`src/rtl/trap_sequencer_pkg.sv`:
```
// Shared types and constants for the machine-mode trap sequencer.
// Latency: n/a (package only).
// Backpressure: n/a.
// Contents: FSM state enum, request kind enum, CSR addresses, cause codes,
// mstatus bit positions and the two mstatus read-modify-write helpers.
package trap_pkg;

  typedef enum logic [2:0] {
    IDLE     = 3'd0,
    T_EPC    = 3'd1,
    T_CAUSE  = 3'd2,
    T_STATUS = 3'd3,
    T_VEC    = 3'd4,
    M_STATUS = 3'd5,
    M_EPC    = 3'd6,
    REDIR    = 3'd7
  } state_e;

  typedef enum logic [1:0] {
    KIND_ILLEGAL = 2'd0,
    KIND_ECALL   = 2'd1,
    KIND_MRET    = 2'd2,
    KIND_IRQ     = 2'd3
  } kind_e;

  localparam logic [11:0] CSR_NONE    = 12'h000;
  localparam logic [11:0] CSR_MSTATUS = 12'h300;
  localparam logic [11:0] CSR_MTVEC   = 12'h305;
  localparam logic [11:0] CSR_MEPC    = 12'h341;
  localparam logic [11:0] CSR_MCAUSE  = 12'h342;

  localparam logic [31:0] CAUSE_ILLEGAL = 32'd2;
  localparam logic [31:0] CAUSE_ECALL   = 32'd11;
  localparam logic [31:0] CAUSE_EXT_IRQ = 32'h8000_000B;

  localparam int MIE_BIT  = 3;
  localparam int MPIE_BIT = 7;
  localparam int MPP_LO   = 11;
  localparam int MPP_HI   = 12;

  // Trap entry: stash MIE into MPIE, disable interrupts, previous mode = M.
  function automatic logic [31:0] mstatus_on_trap(input logic [31:0] s);
    logic [31:0] r;
    r                = s;
    r[MPIE_BIT]      = s[MIE_BIT];
    r[MIE_BIT]       = 1'b0;
    r[MPP_HI:MPP_LO] = 2'b11;
    return r;
  endfunction

  // Trap return: restore MIE from MPIE and leave MPIE set.
  function automatic logic [31:0] mstatus_on_mret(input logic [31:0] s);
    logic [31:0] r;
    r           = s;
    r[MIE_BIT]  = s[MPIE_BIT];
    r[MPIE_BIT] = 1'b1;
    return r;
  endfunction

endpackage

```
`src/rtl/trap_sequencer_if.sv`:
```
// Bundle between the trap sequencer and its core: requests, CSR port, PC control.
// Latency: n/a (wires only).
// Backpressure: none; the sequencer stalls the pipeline through the stall signal.
// master: the sequencer side (drives CSR port, stall, redirect, busy).
// slave:  the core/CSR-file side (drives requests, PCs, mstatus_mie, csr_rdata).
interface trap_sequencer_if;
  logic        ecall_req;
  logic        mret_req;
  logic        illegal_req;
  logic        ext_irq;
  logic        mstatus_mie;
  logic [31:0] pc_in;
  logic [31:0] pc_next;
  logic [31:0] csr_rdata;
  logic [11:0] csr_addr;
  logic [31:0] csr_wdata;
  logic        csr_we;
  logic        stall;
  logic        redirect_valid;
  logic [31:0] redirect_pc;
  logic        busy;

  modport master (
    input  ecall_req, mret_req, illegal_req, ext_irq, mstatus_mie,
    input  pc_in, pc_next, csr_rdata,
    output csr_addr, csr_wdata, csr_we, stall, redirect_valid, redirect_pc, busy
  );

  modport slave (
    output ecall_req, mret_req, illegal_req, ext_irq, mstatus_mie,
    output pc_in, pc_next, csr_rdata,
    input  csr_addr, csr_wdata, csr_we, stall, redirect_valid, redirect_pc, busy
  );
endinterface

```
`src/rtl/trap_sequencer_prio_enc.sv`:
```
// Picks the winning trap/return request: illegal > ecall > mret > enabled irq.
// Latency: 0 cycles (purely combinational).
// Backpressure: none; caller qualifies accept_o with its own idle condition.
// Ports: four request inputs plus mstatus_mie_i; accept_o, kind_o, cause_o out.
module trap_prio_enc
  import trap_pkg::*;
(
  input  logic        illegal_req_i,
  input  logic        ecall_req_i,
  input  logic        mret_req_i,
  input  logic        ext_irq_i,
  input  logic        mstatus_mie_i,
  output logic        accept_o,
  output kind_e       kind_o,
  output logic [31:0] cause_o
);

  always_comb begin
    accept_o = 1'b0;
    kind_o   = KIND_ILLEGAL;
    cause_o  = '0;
    if (illegal_req_i) begin
      accept_o = 1'b1;
      kind_o   = KIND_ILLEGAL;
      cause_o  = CAUSE_ILLEGAL;
    end else if (ecall_req_i) begin
      accept_o = 1'b1;
      kind_o   = KIND_ECALL;
      cause_o  = CAUSE_ECALL;
    end else if (mret_req_i) begin
      // MRET carries no cause; cause_o stays 0.
      accept_o = 1'b1;
      kind_o   = KIND_MRET;
    end else if (ext_irq_i && mstatus_mie_i) begin
      accept_o = 1'b1;
      kind_o   = KIND_IRQ;
      cause_o  = CAUSE_EXT_IRQ;
    end
  end

endmodule

```
`src/rtl/trap_sequencer.sv`:
```
// Sequences machine-mode trap entry (mepc/mcause/mstatus/mtvec) and MRET via the CSR port.
// Latency: redirect pulse 5 cycles after trap acceptance, 3 cycles after MRET acceptance.
// Backpressure: stall held from the acceptance cycle until REDIR; new requests ignored while busy.
// Ports: clk, rst (async, active high); bus (trap_sequencer_if.master) carries
// requests, PCs, mstatus_mie, the CSR read/write port, stall, redirect and busy.
module trap_sequencer
  import trap_pkg::*;
(
  input  logic             clk,
  input  logic             rst,
  trap_sequencer_if.master bus
);

  state_e      state_q, state_d;
  logic [31:0] epc_q, epc_d;
  logic [31:0] cause_q, cause_d;
  logic [31:0] tgt_q, tgt_d;

  logic        prio_accept;
  kind_e       prio_kind;
  logic [31:0] prio_cause;
  logic        accept_now;

  trap_prio_enc u_prio (
    .illegal_req_i (bus.illegal_req),
    .ecall_req_i   (bus.ecall_req),
    .mret_req_i    (bus.mret_req),
    .ext_irq_i     (bus.ext_irq),
    .mstatus_mie_i (bus.mstatus_mie),
    .accept_o      (prio_accept),
    .kind_o        (prio_kind),
    .cause_o       (prio_cause)
  );

  // Requests only count while idle; anything raised mid-sequence is dropped.
  assign accept_now = (state_q == IDLE) && prio_accept;

  // State and datapath registers.
  always_ff @(posedge clk or posedge rst) begin
    if (rst) begin
      state_q <= IDLE;
      epc_q   <= '0;
      cause_q <= '0;
      tgt_q   <= '0;
    end else begin
      state_q <= state_d;
      epc_q   <= epc_d;
      cause_q <= cause_d;
      tgt_q   <= tgt_d;
    end
  end

  // Next-state logic.
  always_comb begin
    state_d = state_q;
    unique case (state_q)
      IDLE:     if (accept_now) state_d = (prio_kind == KIND_MRET) ? M_STATUS : T_EPC;
      T_EPC:    state_d = T_CAUSE;
      T_CAUSE:  state_d = T_STATUS;
      T_STATUS: state_d = T_VEC;
      T_VEC:    state_d = REDIR;
      M_STATUS: state_d = M_EPC;
      M_EPC:    state_d = REDIR;
      REDIR:    state_d = IDLE;
      default:  state_d = IDLE;
    endcase
  end

  // Datapath captures: epc/cause at acceptance, redirect target from CSR reads.
  always_comb begin
    epc_d   = epc_q;
    cause_d = cause_q;
    tgt_d   = tgt_q;
    if (accept_now && (prio_kind != KIND_MRET)) begin
      // Interrupts resume at the next instruction; sync traps re-point at the faulting one.
      epc_d   = (prio_kind == KIND_IRQ) ? bus.pc_next : bus.pc_in;
      cause_d = prio_cause;
    end
    if (state_q == T_VEC) tgt_d = {bus.csr_rdata[31:2], 2'b00};
    if (state_q == M_EPC) tgt_d = bus.csr_rdata;
  end

  // Outputs; everything is forced low while reset is asserted.
  always_comb begin
    bus.csr_addr       = CSR_NONE;
    bus.csr_wdata      = '0;
    bus.csr_we         = 1'b0;
    bus.stall          = 1'b0;
    bus.redirect_valid = 1'b0;
    bus.redirect_pc    = '0;
    bus.busy           = 1'b0;
    if (!rst) begin
      bus.busy  = (state_q != IDLE);
      bus.stall = (state_q == IDLE) ? accept_now : (state_q != REDIR);
      unique case (state_q)
        T_EPC: begin
          bus.csr_addr  = CSR_MEPC;
          bus.csr_wdata = epc_q;
          bus.csr_we    = 1'b1;
        end
        T_CAUSE: begin
          bus.csr_addr  = CSR_MCAUSE;
          bus.csr_wdata = cause_q;
          bus.csr_we    = 1'b1;
        end
        T_STATUS: begin
          bus.csr_addr  = CSR_MSTATUS;
          bus.csr_wdata = mstatus_on_trap(bus.csr_rdata);
          bus.csr_we    = 1'b1;
        end
        T_VEC: begin
          bus.csr_addr = CSR_MTVEC;
        end
        M_STATUS: begin
          bus.csr_addr  = CSR_MSTATUS;
          bus.csr_wdata = mstatus_on_mret(bus.csr_rdata);
          bus.csr_we    = 1'b1;
        end
        M_EPC: begin
          bus.csr_addr = CSR_MEPC;
        end
        REDIR: begin
          bus.redirect_valid = 1'b1;
          bus.redirect_pc    = tgt_q;
        end
        default: ;
      endcase
    end
  end

endmodule

```
`src/flat_wrapper.sv`:
```
// flat-port wrapper written by rule: the top's interface ports become plain ports
module trap_sequencer_flat import trap_pkg::*;
  (clk, rst, bus_ecall_req, bus_mret_req, bus_illegal_req, bus_ext_irq, bus_mstatus_mie, bus_pc_in, bus_pc_next, bus_csr_rdata, bus_csr_addr, bus_csr_wdata, bus_csr_we, bus_stall, bus_redirect_valid, bus_redirect_pc, bus_busy);
  trap_sequencer_if bus_i ();
  input  logic clk;
  input  logic rst;
  input wire logic [$bits(bus_i.ecall_req)-1:0] bus_ecall_req;
  input wire logic [$bits(bus_i.mret_req)-1:0] bus_mret_req;
  input wire logic [$bits(bus_i.illegal_req)-1:0] bus_illegal_req;
  input wire logic [$bits(bus_i.ext_irq)-1:0] bus_ext_irq;
  input wire logic [$bits(bus_i.mstatus_mie)-1:0] bus_mstatus_mie;
  input wire logic [$bits(bus_i.pc_in)-1:0] bus_pc_in;
  input wire logic [$bits(bus_i.pc_next)-1:0] bus_pc_next;
  input wire logic [$bits(bus_i.csr_rdata)-1:0] bus_csr_rdata;
  output wire logic [$bits(bus_i.csr_addr)-1:0] bus_csr_addr;
  output wire logic [$bits(bus_i.csr_wdata)-1:0] bus_csr_wdata;
  output wire logic [$bits(bus_i.csr_we)-1:0] bus_csr_we;
  output wire logic [$bits(bus_i.stall)-1:0] bus_stall;
  output wire logic [$bits(bus_i.redirect_valid)-1:0] bus_redirect_valid;
  output wire logic [$bits(bus_i.redirect_pc)-1:0] bus_redirect_pc;
  output wire logic [$bits(bus_i.busy)-1:0] bus_busy;
  assign bus_i.ecall_req = bus_ecall_req;
  assign bus_i.mret_req = bus_mret_req;
  assign bus_i.illegal_req = bus_illegal_req;
  assign bus_i.ext_irq = bus_ext_irq;
  assign bus_i.mstatus_mie = bus_mstatus_mie;
  assign bus_i.pc_in = bus_pc_in;
  assign bus_i.pc_next = bus_pc_next;
  assign bus_i.csr_rdata = bus_csr_rdata;
  assign bus_csr_addr = bus_i.csr_addr;
  assign bus_csr_wdata = bus_i.csr_wdata;
  assign bus_csr_we = bus_i.csr_we;
  assign bus_stall = bus_i.stall;
  assign bus_redirect_valid = bus_i.redirect_valid;
  assign bus_redirect_pc = bus_i.redirect_pc;
  assign bus_busy = bus_i.busy;
  trap_sequencer u_core (.clk(clk), .rst(rst), .bus(bus_i));
endmodule
```
`config.mk`:
```
export PLATFORM = sky130hd
export DESIGN_NAME = trap_sequencer_flat
export DESIGN_NICKNAME = d
export VERILOG_FILES = /design/src/rtl/trap_sequencer_pkg.sv /design/src/rtl/trap_sequencer_if.sv /design/src/rtl/trap_sequencer_prio_enc.sv /design/src/rtl/trap_sequencer.sv /design/src/flat_wrapper.sv
export SDC_FILE = /design/constraint.sdc
export NUM_CORES = 1
export LEC_CHECK = 0
export BUFFER_PORTS_ARGS = -buffer_cell sky130_fd_sc_hd__buf_2
export CORE_ASPECT_RATIO = 0.6
export CORE_MARGIN = 10
export CORE_UTILIZATION = 32
export CTS_CLUSTER_DIAMETER = 30
export DETAILED_ROUTE_END_ITERATION = 8
export PLACE_DENSITY_LB_ADDON = 0.15
export SYNTH_ARGS = -nofsm -noshare
export SYNTH_HDL_FRONTEND = slang
export SYNTH_SLANG_ARGS = --single-unit
export TNS_END_PERCENT = 10
```
`constraint.sdc`:
```
create_clock -name clk -period 4.5 [get_ports clk]
set_clock_uncertainty 0.05 [all_clocks]
set_input_delay 0.9 -clock clk [delete_from_list [all_inputs] [get_ports clk]]
set_output_delay 0.9 -clock clk [all_outputs]
set_load 0.01 [all_outputs]
```
* Word level (Yosys, flattened, before mapping)
Index checks and enable logic that the tools add are counted.
** Storage, ports and cells
- Output and inout bits :: 80
- Register bits :: 99
** Operators by class
- Reduce and logical (&&, ||, !) cells :: 10
- Eq/ne operators :: 12
- Mux-type cells :: 31
** Operators with widths (number)
- two-way mux 32 bit :: 10
- one-hot mux 32 bit (4 select lines) :: 1
- one-hot mux 10 bit (4 select lines) :: 1
- one-hot mux 3 bit (7 select lines) :: 1
- equality test 3 bit, second input constant :: 4
- two-way mux 12 bit :: 1
- two-way mux 1 bit :: 11
- two-way mux 2 bit :: 4
- equality test 3 x 2 -> 1 bit, second input constant :: 2
- two-way mux 3 bit :: 2
- OR reduction 2 bit :: 3
- equality test 2 bit, second input constant :: 2
- OR reduction 4 bit :: 1
- equality test 3 x 1 -> 1 bit, second input constant :: 1
- logical AND 1 bit :: 3
- logical NOT 3 bit :: 1
- != test 3 bit, second input constant :: 1
- nonzero test 3 bit :: 1
- != test 2 x 1 -> 1 bit, second input constant :: 1
- != test 2 bit, second input constant :: 1
- nonzero test 2 bit :: 1

* Longest topological paths before layout
Gate-level depths: netlist of the first run.
- Depth in word-level cells :: 9
- Gate-level depth with buffers :: 6
- Depth with buffers taken out :: 3

* Hierarchy
A second synthesis of the first run with hierarchy kept.
** Second synthesis, totals
- Cell total of the unflattened synthesis :: 554
- Area total of the unflattened synthesis :: 5889.4 sq um
** Modules (own cells, without submodules)
- trap_sequencer :: area each 5596.6 sq um, cells an instance 514, sequential area each 2477.4 sq um, instances 1
- trap_prio_enc :: area each 292.8 sq um, cells an instance 40, sequential area each 0.0 sq um, instances 1

* Worst setup path after synthesis of the first run
No wires, ideal clock.
- Path type :: input port to output port
- Start point :: input rst
- End point :: output bus_csr_addr[9]
- Path slack :: 0.369 ns
- Cell stages on the path :: 5
- Data required time :: 3.550 ns
- Path buffers :: 2
- Arrival :: 3.181 ns
- Cell sequence :: clkbuf_1 -> inv_1 -> nand2_1 -> nor2_1 -> buf_4
** On the way
- Longest elaborated chain between the ends :: 1
** RTL lines
- start: declaration :: line flat_wrapper.sv:6 : input logic rst;
- two-way mux 12 bit :: line trap_sequencer.sv:92 : if (!rst) begin
- end: declaration :: line flat_wrapper.sv:15 : output wire logic [$bits(bus_i.csr_addr)-1:0] bus_csr_addr;
Every way passes these cells.

* Final worst setup path of the first run
- Start point :: register u_core.state_q[0]
- End point :: output bus_csr_wdata[15]
** On the way
- Longest elaborated chain between the ends :: 3
- Elaborated cells on any way between the ends :: 6
- Classes of those cells :: 4 x eq/ne; 2 x mux
** RTL lines
- start: declaration :: line trap_sequencer.sv:14 : state_e state_q, state_d;
- start signal: assignment :: line trap_sequencer.sv:46 : state_q <= state_d;
- equality test 3 bit, or another cell as far along :: line trap_sequencer.sv:95 : unique case (state_q)
- one-hot mux 32 bit (4 select lines) * :: line trap_sequencer.sv:95
- two-way mux 32 bit * :: line trap_sequencer.sv:92
- end: declaration :: line flat_wrapper.sv:16 : output wire logic [$bits(bus_i.csr_wdata)-1:0] bus_csr_wdata;
Mark *: on every way between the ends. The rest lies on a longest branch, timed or not.

==> summary.md, run 1 <==
| Metric | Value |
|---|---|
| Clock power share | 19.6% |
| Setup Buffers After CTS | 0 |
| Crit. Startpoint | u_core.state_q[0]$_DFFE_PP0P_ |
| Hold Crit Class | flop to flop |
| Post-synth ARST share | 100.0% |
| Initial antenna violation count | 0 |
| # resized after CTS | 0 |
| # port buffers | 176 |
| Die area | 0.01765 mm^2 |
| Setup violators final | 0 |
| Critical Path RT | 3550 ps |
| Fmax | 270.8 MHz |
| Largest net degree at the start of global routing | 71 |
| Yosys warning count | 0 |
| NetSw | 0.001287 W |
| Hold slack | 429.9 ps |
| Register clock-pin slew on the reported worst setup and hold paths | 60 ps |
| First-pass GRT wire length | 22.98 mm |
| Critical Path Sink Type | output port |
| Vias in the first global route | 3984 |
| Leak pwr | 2.413 nW |
| First-pass iteration count of the detailed router | 4 |
| DPL Wire Length | 10.86 mm |
| Main synth FF type | dfrtp_1 |
| Avg Inst Size Synth | 9.991 um^2 |
| Area contributors post-synth | dfrtp_1 (43%), mux2_2 (9.5%), a2bb2oi_1 (6.5%) |
| CTS max path bufs | 2 |
| Share of layout cells above drive strength 1 | 44.11% |
| GPL Wtd Cong | 0.7491 |
| Syn Inst Count | 404 |
| Worst-path cell chain | nor3b_4 > a32oi_1 > nor2_1 > buf_2 |
| Number of vias per cell | 5.287 |
| Tcrit/Tclk final | 82.05% |
| Total Wirelength | 15.03 mm |
| Worst-Margin Slew | 1155 ps |
| Rel. slew slack | 22.93% |
| Status | finished, final reports clean |
| Startpoint types | flop |
| Worst-path maximum fanout | 25 |
| Most frequent cell after synthesis | dfrtp_1 |
| Register bit total from synthesis | 70 |
| Post-CTS Hold Fix Bufs | 0 |
| Worst r2r path cells | 3 |
| Final #Nets | 658 |
| Total GRT Usage | 16.57% |
| Crit-path max cell delay | 1060 ps |
| Sequential power share | 36.4% |
| Unrepaired setup endpoints after global routing | false |
| Setup ws final | 807.7 ps |
| Fillers | 1256 |
| Worst skew pair latency | 320 ps |
| Max IR drop VDD | 0.2656 mV |
| Leading area contributor after synthesis | dfrtp_1 |
| Diode count | 0 |
| Post-Syn Area | 0.004036 mm^2 |
| Post-synthesis sequential area ratio | 43.40% |
| H-tree depth | 3 |
| Routed length per instance | 20.73 um |
| Num CTS Buffers | 9 |
| Critical Path Slowest Stage Cell | nor3b_4 |
| CTS Root Cell | clkbuf_16 |
| Min cycle time layout | 3692 ps |
| Pint | 0.002005 W |
| CTS tree | yes |
| Critical Path AT | 2740 ps |
| Final Non-Filler Cells | 725 |
| Cell variety after synth | 35 |
| Critical Path End | bus_csr_wdata[15] |
| Pins Over Slew Limit | 0 |
| Critical path class | flop to output port |
| Final antenna-violating net count | 0 |
| Net Sw Frac | 39.10% |
| DRC viols | 0 |
| Final setup TNS | 0 ps |
| 1st-iter DRT viols | 228 |
| Clock sinks | 70 |
| Initial Util | 33.14% |
| Hold Vio Cnt, Final | 0 |
| CORE AREA | 0.01218 mm^2 |
| Reg-to-Reg Start | u_core.state_q[0]$_DFFE_PP0P_ |
| Die extent in y | 107.0 um |
| FP Rows | 31 |
| Pwr dens | 629.4 mW/mm^2 |
| Max-cap violations | 0 |
| Placed insts | 709 |
| Post-Route Utilization | 42.95% |
| Area delta synth->final | 29.60% |
| Yosys top cell area share | 43.40% |
| Via count | 3833 |
| Combinational power share | 44.1% |
| Post-synth EDFFs | 0 |
| Top Ports | 183 |
| Synth top cells by count | dfrtp_1 (70), mux2_2 (34), or3_1 (33), and2_1 (32), o22ai_1 (32) |
| Place WS | 1180 ps |
| Remaining Overflow, GRT | 0 |
| R2R Setup Slk | 2080 ps |
| Die width | 165.0 um |
| RR Endpoint | u_core.tgt_q[23]$_DFFE_PP0P_ |
## cell type report
cell class,count,area [um^2],area share (%)
tap,165,206.4,3.946
sequential,70,1752,33.48
clock inverter,4,22.52,0.4305
multi-input combinational,286,2047,39.13
clock buffer,12,246.5,4.712
inverter,4,16.27,0.3109
timing repair buffer,184,940.9,17.99
## kinds of logic (layout without fill, tap and decap cells)
group / after synthesis / after routing / synth area share, %
AND/OR/NAND/NOR: 127 / 127 / 17.64
AO/OA/AOI/OAI: 118 / 118 / 22.16
flip-flops: 70 / 70 / 43.40
buffers and inverters: 53 / 204 / 6.819
multiplexers: 34 / 34 / 9.486
other: 1 / 6 / 0.09291
XOR/XNOR: 1 / 1 / 0.4031
## flip-flops by register name, summed over array words and instances (netlist names)
name            count
u_core.state_q      3
u_core.cause_q      3
u_core.epc_q       32
u_core.tgt_q       32
## power groups by stage
stage	combinational, W	sequential, W	clock, W
final	0.00145	0.00120	0.000644
after global routing	0.00159	0.00124	0.000696
after CTS	0.00147	0.00119	0.000666
after detailed placement	0.00146	0.00119	0
after global placement	0.00142	0.00118	0
after floorplan	0.00114	0.00105	0
## worst min-delay path by stage
stage | slack (ps) | from | endpoint | depth (start not counted)
after global placement | 410 | u_core.tgt_q[0]$_DFFE_PP0P_ | u_core.tgt_q[0]$_DFFE_PP0P_ | 2
after floorplan | 390 | u_core.cause_q[1]$_DFFE_PP0P_ | u_core.cause_q[1]$_DFFE_PP0P_ | 1
after detailed placement | 410 | u_core.cause_q[1]$_DFFE_PP0P_ | u_core.cause_q[1]$_DFFE_PP0P_ | 1
after CTS | 430 | u_core.cause_q[1]$_DFFE_PP0P_ | u_core.cause_q[1]$_DFFE_PP0P_ | 1
after global routing | 450 | u_core.tgt_q[21]$_DFFE_PP0P_ | u_core.tgt_q[21]$_DFFE_PP0P_ | 1
final | 430 | u_core.tgt_q[1]$_DFFE_PP0P_ | u_core.tgt_q[1]$_DFFE_PP0P_ | 2
## layer usage
layer | up-vias | global-route usage, % | wire length (um)
li1 | 1798 | - | -
met1 | 1856 | 22.53 | 6950
met2 | 167 | 24.07 | 6380
met3 | 12 | 7.028 | 1591
met4 | 0 | 3.023 | 110
met5 | - | 0 | 0
## critical path: cells and delay by family (launching register included)
family          cells  cell delay [ps]
simple gates        2             1270
buf+inv             1              170
flops               1              880
compound gates      1              100
## stage by stage
stage / instance area [um^2] / total power (W)
final: 5231 / 0.003293
after global routing: 5231 / 0.003522
after CTS: 5231 / 0.003324
after detailed placement: 4962 / 0.002658
after global placement: 4962 / 0.002608
after floorplan: 4055 / 0.002191
## layout by cell type (no fill, tap or decap), types with 2 or more instances in the layout
| cell | instances |
|---|---|
| a2bb2oi_1 | 30 |
| a32oi_1 | 25 |
| and3b_1 | 2 |
| mux2_2 | 34 |
| and2_1 | 32 |
| clkbuf_1 | 2 |
| clkbuf_16 | 9 |
| buf_4 | 8 |
| nand3b_1 | 3 |
| inv_1 | 3 |
| nand3_1 | 2 |
| nor3_1 | 2 |
| o22ai_1 | 32 |
| nor2_1 | 30 |
| a22oi_1 | 4 |
| conb_1 | 6 |
| o21bai_1 | 2 |
| o21ai_0 | 5 |
| buf_2 | 176 |
| or3_1 | 33 |
| or2_2 | 2 |
| nand2_1 | 10 |
| a2bb2oi_2 | 2 |
| clkinv_2 | 4 |
| dfrtp_1 | 70 |
| a21oi_1 | 14 |
| nor2b_1 | 4 |
Note: power is estimated with default switching activity, not from simulation.
==> run 2: changes to the inputs <==
- clock period: 4.5 -> 3.2 ns (I/O delays scaled with it)
==> run 2 against run 1 <==
Against the previous run:
- critical path depth is 1 higher
- hold slack worse by 160 ps
- clock-buffer cell count is 2 lower
- clock power is 53% higher
- wire length is 0.95% higher
- first-iteration DRC count is 4.4% lower
- final cell count is 0.97% higher
- combinational power is 48% higher
- sequential cell count stayed put
- sequential power is 33% higher
==> summary.md, run 2 (same netlist as run 1, synthesis figures left out) <==
| Metric | Value |
|---|---|
| Unrepaired setup endpoints after global routing | false |
| Most common cell after layout, fill and taps aside | buf_2 |
| Critical Path RT | 2510 ps (-1040 ps) |
| Leak pwr | 2.469 nW (+2.3%) |
| Status | finished, final reports clean |
| Critical path class | flop to output port |
| Worst skew pair latency | 320 ps (about the same) |
| Routed length per instance | 20.73 um (about the same) |
| Setup ws final | 394.4 ps (-413.3 ps) |
| CTS Root Cell | clkbuf_16 |
| Via count | 3820 (-0.34%) |
| Pwr dens | 888.3 mW/mm^2 (+41%) |
| Initial antenna violation count | 0 (unchanged) |
| GPL Wtd Cong | 0.7794 (+4.0%) |
| Most frequent cells in the layout | buf_2 (176), dfrtp_1 (70), mux2_2 (34) |
| Most Crowded Layer GR | met2 |
| Final antenna-violating net count | 0 (unchanged) |
| Critical Path Sink Type | output port |
| Rel. slew slack | 40.40% (+17 points) |
| Critical Path AT | 2120 ps (-620 ps) |
| Number of vias per cell | 5.219 (-1.3%) |
| Clock sinks | 70 (unchanged) |
| CTS max path bufs | 2 (unchanged) |
| Min cycle time layout | 2806 ps |
| DPL Wire Length | 10.99 mm (+1.2%) |
| Largest net degree at the start of global routing | 65 (-8.5%) |
| Setup violators final | 0 (unchanged) |
| Worst-Margin Slew | 890.7 ps (-264.1 ps) |
| Grt met3 use | 6.570% (-0.46 points) |
| Die extent in y | 107.0 um (unchanged) |
| 1st-iter DRT viols | 218 (-4.4%) |
| Max IR drop VDD | 0.3842 mV (+45%) |
| Area delta synth->final | 32.21% |
| Initial Util | 33.14% (unchanged) |
| Hold Vio Cnt, Final | 0 (unchanged) |
| CTS tree | yes |
| Hold Crit Class | input port to async pin |
| # resized after CTS | 0 (unchanged) |
| First-pass iteration count of the detailed router | 4 (unchanged) |
| DRC viols | 0 (unchanged) |
| CORE AREA | 0.01218 mm^2 (unchanged) |
| Reg-to-Reg Start | u_core.state_q[1]$_DFFE_PP0P_ |
| GR met1 Demand/Resource | 22.46% (-0.074 points) |
| Pins Over Slew Limit | 0 (unchanged) |
| Place WS | 730.6 ps (-449.6 ps) |
| Die area | 0.01765 mm^2 (unchanged) |
| Vias in the first global route | 4101 (+2.9%) |
| Final Instance Area | 0.005336 mm^2 (+2.0%) |
| FP Rows | 31 (unchanged) |
| Share of layout cells above drive strength 1 | 45.33% (+1.2 points) |
| Total Wirelength | 15.18 mm (+0.95%) |
| Post-CTS Hold Fix Bufs | 0 (unchanged) |
| Total GRT Usage | 16.83% (+0.26 points) |
| Tcrit/Tclk final | 87.67% |
| Worst-path maximum fanout | 12 (-52%) |
| Register clock-pin slew on the reported worst setup and hold paths | 60 ps (about the same) |
| RR Endpoint | u_core.epc_q[18]$_DFFE_PP0P_ |
| Fillers | 1215 (-3.3%) |
| Die width | 165.0 um (unchanged) |
| H-tree depth | 3 (unchanged) |
| Fmax | 356.4 MHz |
| Final #Nets | 666 (+1.2%) |
| Final setup TNS | 0 ps (unchanged) |
| Max-cap violations | 0 (unchanged) |
| Num CTS Buffers | 9 (unchanged) |
| R2R Setup Slk | 980 ps (-1100 ps) |
| Remaining Overflow, GRT | 0 (unchanged) |
| Diode count | 0 (unchanged) |
| Startpoint types | flop |
| Area of placed instances | 0.005047 mm^2 (+1.7%) |
| Top Ports | 183 (unchanged) |
| Setup Buffers After CTS | 0 (unchanged) |
| Top Registers | u_core.epc_q x32, u_core.tgt_q x32 |
| First-pass GRT wire length | 23.50 mm (+2.3%) |
| GR Util met2 | 25.44% (+1.4 points) |
| # port buffers | 176 (unchanged) |
| Worst r2r path cells | 5 (+2) |
[run 2: critical path, cell delays in order (launching register included)]
cell	delay, ps
dfrtp_1	540
buf_4	270
or3_4	400
a2111oi_2	350
nor2_1	80
buf_2	150
[run 2: layer usage]
layer / wire [um] / vias to the layer above
li1: - / 1811
met1: 7135 / 1852
met2: 6482 / 151
met3: 1489 / 6
met4: 68 / 0
met5: 0 / -
[run 2: final cells by class]
| cell class | count | area, um^2 | area share, % |
|---|---|---|---|
| clock inverter | 5 | 50.05 | 0.9379 |
| tap | 165 | 206.4 | 3.869 |
| clock buffer | 10 | 239.0 | 4.478 |
| sequential | 70 | 1752 | 32.83 |
| multi-input combinational | 286 | 2057 | 38.55 |
| inverter | 4 | 18.77 | 0.3517 |
| timing repair buffer | 192 | 1013 | 18.99 |
[run 2: through the flow]
| step | hold slack (ps) | utilization [%] | std cells | total power, W |
|---|---|---|---|---|
| after global placement | 418.3 | 41.44 | 717 | 0.003732 |
| after global routing | 275.4 | 43.82 | 732 | 0.005091 |
| after floorplan | 390.1 | - | 409 | 0.003083 |
| final | 266.0 | 43.82 | 732 | 0.004740 |
| after detailed placement | 404.7 | 41.44 | 717 | 0.003768 |
| after CTS | 254.3 | 43.82 | 732 | 0.004776 |
[run 2: worst max path at each step]
stage	from	end	depth (start not counted)
floorplan	rst	bus_csr_addr[9]	5
global placement	u_core.state_q[0]$_DFFE_PP0P_	bus_csr_wdata[9]	4
detailed placement	u_core.state_q[1]$_DFFE_PP0P_	bus_stall	5
CTS	u_core.state_q[1]$_DFFE_PP0P_	bus_stall	5
global route	u_core.state_q[0]$_DFFE_PP0P_	bus_csr_wdata[8]	4
finish	u_core.state_q[1]$_DFFE_PP0P_	bus_stall	5
[run 2: power breakdown]
part           total [W]  internal [W]  switching [W]
Combinational    0.00215      0.000995        0.00116
Clock           0.000987      0.000615       0.000373
Sequential       0.00160       0.00132       0.000282
Total            0.00474       0.00293        0.00181
